## src/rtl/qf_rw_arb.sv

```systemverilog
// qf_rw_arb: round-robin two-master arbiter/sequencer for a qf_rw register bank.
// Optional write lock for master 1 is enabled by defining QF_RW_ARB_LOCK_EN.
module qf_rw_arb #(
  parameter int PAR_BIT_WIDTH  = 32,
  parameter int PAR_ADDR_WIDTH = 4
) (
  input  logic                                        sys_clk,
  input  logic                                        sys_rst_n,
`ifdef QF_RW_ARB_LOCK_EN
  input  logic                                        cfg_lock,
  output logic                                        m1_err,
`endif
  input  logic                                        m0_req,
  input  logic                                        m0_wr,
  input  logic [PAR_ADDR_WIDTH-1:0]                   m0_addr,
  input  logic [PAR_BIT_WIDTH-1:0]                    m0_wdata,
  output logic                                        m0_gnt,
  output logic                                        m0_rvalid,
  output logic [PAR_BIT_WIDTH-1:0]                    m0_rdata,
  input  logic                                        m1_req,
  input  logic                                        m1_wr,
  input  logic [PAR_ADDR_WIDTH-1:0]                   m1_addr,
  input  logic [PAR_BIT_WIDTH-1:0]                    m1_wdata,
  output logic                                        m1_gnt,
  output logic                                        m1_rvalid,
  output logic [PAR_BIT_WIDTH-1:0]                    m1_rdata,
  output logic [(2**PAR_ADDR_WIDTH)-1:0]              reg_wr_en,
  output logic [PAR_BIT_WIDTH-1:0]                    reg_wrdata,
  input  logic [(2**PAR_ADDR_WIDTH)*PAR_BIT_WIDTH-1:0] reg_rddata
);
  localparam int NREG = 2**PAR_ADDR_WIDTH;

  typedef enum logic [1:0] {S_IDLE, S_ACCESS, S_RESP} state_t;

  state_t                          r_state, w_state_nxt;
  logic                            r_win;   // 0 = m0, 1 = m1
  logic                            r_last;  // master served last
  logic                            r_wr;
  logic [PAR_ADDR_WIDTH-1:0]       r_addr;
  logic [PAR_BIT_WIDTH-1:0]        r_wdata;
  logic [1:0][PAR_BIT_WIDTH-1:0]   r_rdata;
  logic                            w_win;
  logic                            w_any;
  logic                            w_acc;
  logic                            w_resp;
  logic                            w_wr_ok;
  logic [NREG-1:0][PAR_BIT_WIDTH-1:0] w_rd_arr;

  assign w_rd_arr = reg_rddata;
  assign w_any    = m0_req | m1_req;
  // On a tie the master that was not served last wins.
  assign w_win    = (m0_req & m1_req) ? ~r_last : m1_req;
  assign w_acc    = (r_state == S_ACCESS);
  assign w_resp   = (r_state == S_RESP);

`ifdef QF_RW_ARB_LOCK_EN
  logic r_m1_err;
  assign w_wr_ok = w_acc & r_wr & ~(r_win & cfg_lock);
  assign m1_err  = r_m1_err;

  always_ff @(posedge sys_clk or negedge sys_rst_n) begin
    if (!sys_rst_n) r_m1_err <= 1'b0;
    else            r_m1_err <= w_acc & r_wr & r_win & cfg_lock;
  end
`else
  assign w_wr_ok = w_acc & r_wr;
`endif

  always_comb begin
    w_state_nxt = r_state;
    case (r_state)
      S_IDLE:   if (w_any) w_state_nxt = S_ACCESS;
      S_ACCESS: w_state_nxt = S_RESP;
      S_RESP:   w_state_nxt = S_IDLE;
      default:  w_state_nxt = S_IDLE;
    endcase
  end

  always_ff @(posedge sys_clk or negedge sys_rst_n) begin
    if (!sys_rst_n) begin
      r_state <= S_IDLE;
      r_win   <= 1'b0;
      r_last  <= 1'b1;
      r_wr    <= 1'b0;
      r_addr  <= '0;
      r_wdata <= '0;
      r_rdata <= '0;
    end else begin
      r_state <= w_state_nxt;
      if (r_state == S_IDLE && w_any) begin
        r_win   <= w_win;
        r_wr    <= w_win ? m1_wr    : m0_wr;
        r_addr  <= w_win ? m1_addr  : m0_addr;
        r_wdata <= w_win ? m1_wdata : m0_wdata;
      end
      if (w_acc) begin
        r_last <= r_win;
        if (!r_wr) r_rdata[r_win] <= w_rd_arr[r_addr];
      end
    end
  end

  for (genvar i = 0; i < NREG; i++) begin : g_wr_en
    assign reg_wr_en[i] = w_wr_ok && (r_addr == PAR_ADDR_WIDTH'(i));
  end

  assign reg_wrdata = r_wdata;
  assign m0_gnt     = w_acc  & ~r_win;
  assign m1_gnt     = w_acc  &  r_win;
  assign m0_rvalid  = w_resp & ~r_win;
  assign m1_rvalid  = w_resp &  r_win;
  assign m0_rdata   = r_rdata[0];
  assign m1_rdata   = r_rdata[1];
endmodule

```

## config.mk

```make
export PLATFORM = sky130hd
export DESIGN_NAME = qf_rw_arb
export DESIGN_NICKNAME = d
export VERILOG_FILES = /design/src/rtl/qf_rw_arb.sv
export SDC_FILE = /design/constraint.sdc
export NUM_CORES = 1
export LEC_CHECK = 0
export ABC_AREA = 1
export BUFFER_PORTS_ARGS = -buffer_cell sky130_fd_sc_hd__buf_2
export CORE_AREA = 2 2 273 275
export CTS_BUF_LIST = sky130_fd_sc_hd__clkbuf_2 sky130_fd_sc_hd__clkbuf_4 sky130_fd_sc_hd__clkbuf_8
export CTS_CLUSTER_DIAMETER = 200
export DETAILED_ROUTE_END_ITERATION = 10
export DIE_AREA = 0 0 275 277
export PLACE_DENSITY = 0.38
export SYNTH_ARGS = -nofsm -noshare
export SYNTH_HDL_FRONTEND = slang
export SYNTH_SLANG_ARGS = --single-unit
```

## constraint.sdc

```tcl
create_clock -name sys_clk -period 1.85 [get_ports sys_clk]
set_clock_uncertainty 0.2 [all_clocks]
set_input_delay 0.185 -clock sys_clk [delete_from_list [all_inputs] [get_ports sys_clk]]
set_output_delay 0.185 -clock sys_clk [all_outputs]
set_load 0.005 [all_outputs]
```

==> flow_summary_export.csv <==
group,metric,value,unit
run_status,status,"finished with violations",
run_status,failed_checks,"setup timing",
power_and_ir_drop,power.total,29.9,mW
synth,synth_top_cell_by_area,"nand2_1",
route,ant_nets,0,
floorplan,num_rows,100,
global_route,grt_pass1_vias,15303,
setup_path,critPathKind,"register to primary output",
timing,setup_ws,-0.221,ns
floorplan,die_y,277,um
place,dp_slack,-0.319,ns
synth,avgSynthCellArea,5.15,um2
power_and_ir_drop,leakagePower,10.9,nW
setup_path,critPathLaunchType,"register",
finish,drive_above_1_share,43.9,%
setup_path,arrival,1.69,ns
setup_path,worstPathRequired,1.46,ns
clock_tree,cts_num_sinks,105,
power_and_ir_drop,clkPwrFrac,5.7,%
floorplan,core-area,73600,um2
setup_path,critPathCaptureType,"primary output",
finish,final_nets,3392,
power_and_ir_drop,p_sw_share,53.7,%
setup_path,slowest_delay,0.56,ns
global_route,grt_pass1_wl,101,mm
timing,clock.fmax,483,MHz
global_route,antenna_found_initial,17,
floorplan,die_w,275,um
route,drt-met1-wl,32.6,mm
power_and_ir_drop,combPwrFrac,80.4,%
synth,synth_cells,1966,
power_and_ir_drop,p_sw,16.1,mW
route,top_layer_used,"met5",
synth,syn_area,10100,um2
global_route,grt_start_max_net_pins,46,
timing,period_minus_slack,2.07,ns
clock_tree,path_clk_slew,0.14,ns
floorplan,die-area,76200,um2
synth,synth_area_leaders,"nand2_1 56%, dfrtp_1 26%, o21ai_0 3.5%",
clock_tree,cts_buffer_depth,2,
route,vias,15113,
hold_path,hold_path.class,"primary input to register",
finish,final_area,18900,um2
synth,syn-num-nets,2556,
timing,grt_setup_unrepaired,"yes",
clock_tree,clk_latency,0.45,ns
route,dr.pass1.iters,5,
timing,worstMarginPinSlew,0.426,ns
place,numPortBuffers,705,
timing,slew_headroom,71.6,%
floorplan,ios,706,
clock_tree,cts_tree,"built",
setup_path,crit_buf_inv,5,
global_route,grt-ovfl-total,0,
timing,final-setup-viol-count,80,
power_and_ir_drop,pwr-share-seq,14.0,%
synth,synth_warnings,0,
route,met2_wirelength,36.0,mm
power_and_ir_drop,cellInternalPower,13.8,mW
timing,hold_viol,0,
synth,yosys_register_bits,105,
setup_path,crit_path_top_delay_cell,"dfrtp_4",
synth,synth_top_area_share,55.9,%
setup_path,crit_fanout,4,
power_and_ir_drop,ir_drop,582,uV
floorplan,start_util,13.8,%
clock_tree,cts_buffers,9,
synth,synth-seq-area-share,26.0,%
route,wl_per_cell,19.6,um
route,drc,0,
route,wl,74.1,mm
place,gp_congestion,0.870,
setup_path,worstPathCellList,"inv_12 -> buf_16 -> buf_12 -> buf_8 -> nand3_4 -> nor2_1 -> buf_2",
route,routed_via_density,3.99,
route,drtIter0Drc,654,
finish,fin_util,25.7,%
global_route,track_usage,18.3,%
clock_tree,cts.root.buffer_cell,"clkbuf_8",
timing,fin_crit_sh,112,%
timing,tns,-12.33,ns
place,placed_area,15500,um2
synth,synth.distinct_cells,21,
setup_path,crit_family,"flip-flops",
finish,syn2layout_area_growth,87.1,%
clock_tree,htree_levels,3,
route,wl_met3,4.06,mm
job,maxCapViolCount,0,
timing,slew_violations,0,
place,dp_hpwl,55.4,mm
power_and_ir_drop,power.density,1580,nW/um2
==> per-layer routing <==
layer | track usage [%] | up-vias
li1 | - | 7645
met4 | 5.46 | 6
met3 | 2.96 | 61
met2 | 31.5 | 457
met5 | 0 | -
met1 | 23.3 | 6944
==> Yosys cell counts (all sizes together) <==
| library cell | number |
|---|---|
| dfstp | 1 |
| o22ai | 5 |
| nor2 | 64 |
| nand3 | 4 |
| dfrtp | 104 |
| nor3 | 2 |
| inv | 18 |
| clkbuf | 31 |
| buf | 93 |
| nand2 | 1509 |
| o21ai | 135 |
==> registers in the layout, indices dropped and copies added, names as in the netlist <==
register / cells
m0_rdata: 32
m1_rdata: 32
reg_wrdata: 32
r_addr: 4
r_state: 2
r_last: 1
r_win: 1
r_wr: 1
==> cell type report <==
class,instances,area [um2]
timing repair buffer,949,6840
inverter,18,90.1
clock buffer,9,124
multi-input combinational,1719,7910
clock inverter,7,91.3
antenna,14,35.0
sequential,105,2640
fill,8561,54600
tap,969,1210
==> timing repair <==
item | 4_1_cts | 5_1_grt
endpoints found under the hold margin | 141 | 18
cloned | 17 | 9
gates resized for setup | 218 | 260
buffers inserted | 29 | 8
pin swaps | 56 | 138
hold buffers | 76 | 1
endpoints found under the setup margin | 80 | 112
==> power groups by stage <==
| stage | combinational [mW] | sequential, mW | clock (mW) |
|---|---|---|---|
| 4_1_cts | 22.4 | 4.18 | 1.81 |
| 3_5_place_dp | 18.4 | 4.23 | 0 |
| 5_1_grt | 26.4 | 4.31 | 1.85 |
| 3_3_place_gp | 18.5 | 4.25 | 0 |
| 2_1_floorplan | 9.48 | 4.11 | 0 |
| 6_report | 24.0 | 4.18 | 1.69 |
==> per-stage QoR <==
step	instances	hold slack (ns)
finish	3790	0.0456
detailed placement	3628	-0.0891
global route	3787	0.0780
CTS	3763	0.00605
floorplan	1966	-0.311
global placement	3628	-0.0901
==> logic make-up (layout without fill, tap and decap cells) <==
family	Yosys count	count (layout)	synth area share [%]
other	0	14	0
AO/OA/AOI/OAI	140	140	7.02
flip-flops	105	105	26.0
buffers and inverters	142	983	8.12
AND/OR/NAND/NOR	1579	1579	58.9
==> final timing paths <==
check | startpoint | end | slack (ns) | cells after the start
min in group asynchronous | sys_rst_n | reg_wrdata[12] | 0.50 | 3
worst max register to register | r_addr[0] | m0_rdata[25] | -0.20 | 12
worst min-delay path | reg_rddata[68] | m0_rdata[4] | 0.05 | 9
worst min register to register | m0_rdata[22] | m0_rdata[22] | 0.29 | 2
max in group asynchronous | sys_rst_n | r_addr[0] | 0.31 | 4
worst max-delay path | r_addr[0] | reg_wr_en[10] | -0.22 | 7
==> worst register-to-register path, cell delays in order, from the launching register on <==
cell and delay (ns):
dfrtp_4 0.56, buf_12 0.18, buf_16 0.16, buf_12 0.18, nand2_4 0.06, nand2_2 0.05, nand2_2 0.05, nand2_1 0.04
nand2_1 0.06, nand2_2 0.09, buf_12 0.14, o21ai_2 0.13, nand2_1 0.06
==> cells in the final DEF (no fill, tap or decap), types with 49 or more instances in the layout <==
cell	count
nand2_1	1250
buf_2	704
nand2_2	198
dfrtp_1	102
dlygate4sd3_1	76
buf_4	67
o21ai_0	66
nand2_4	61
o21ai_2	51
nor2_1	49
(Power assumes the default switching activity.)
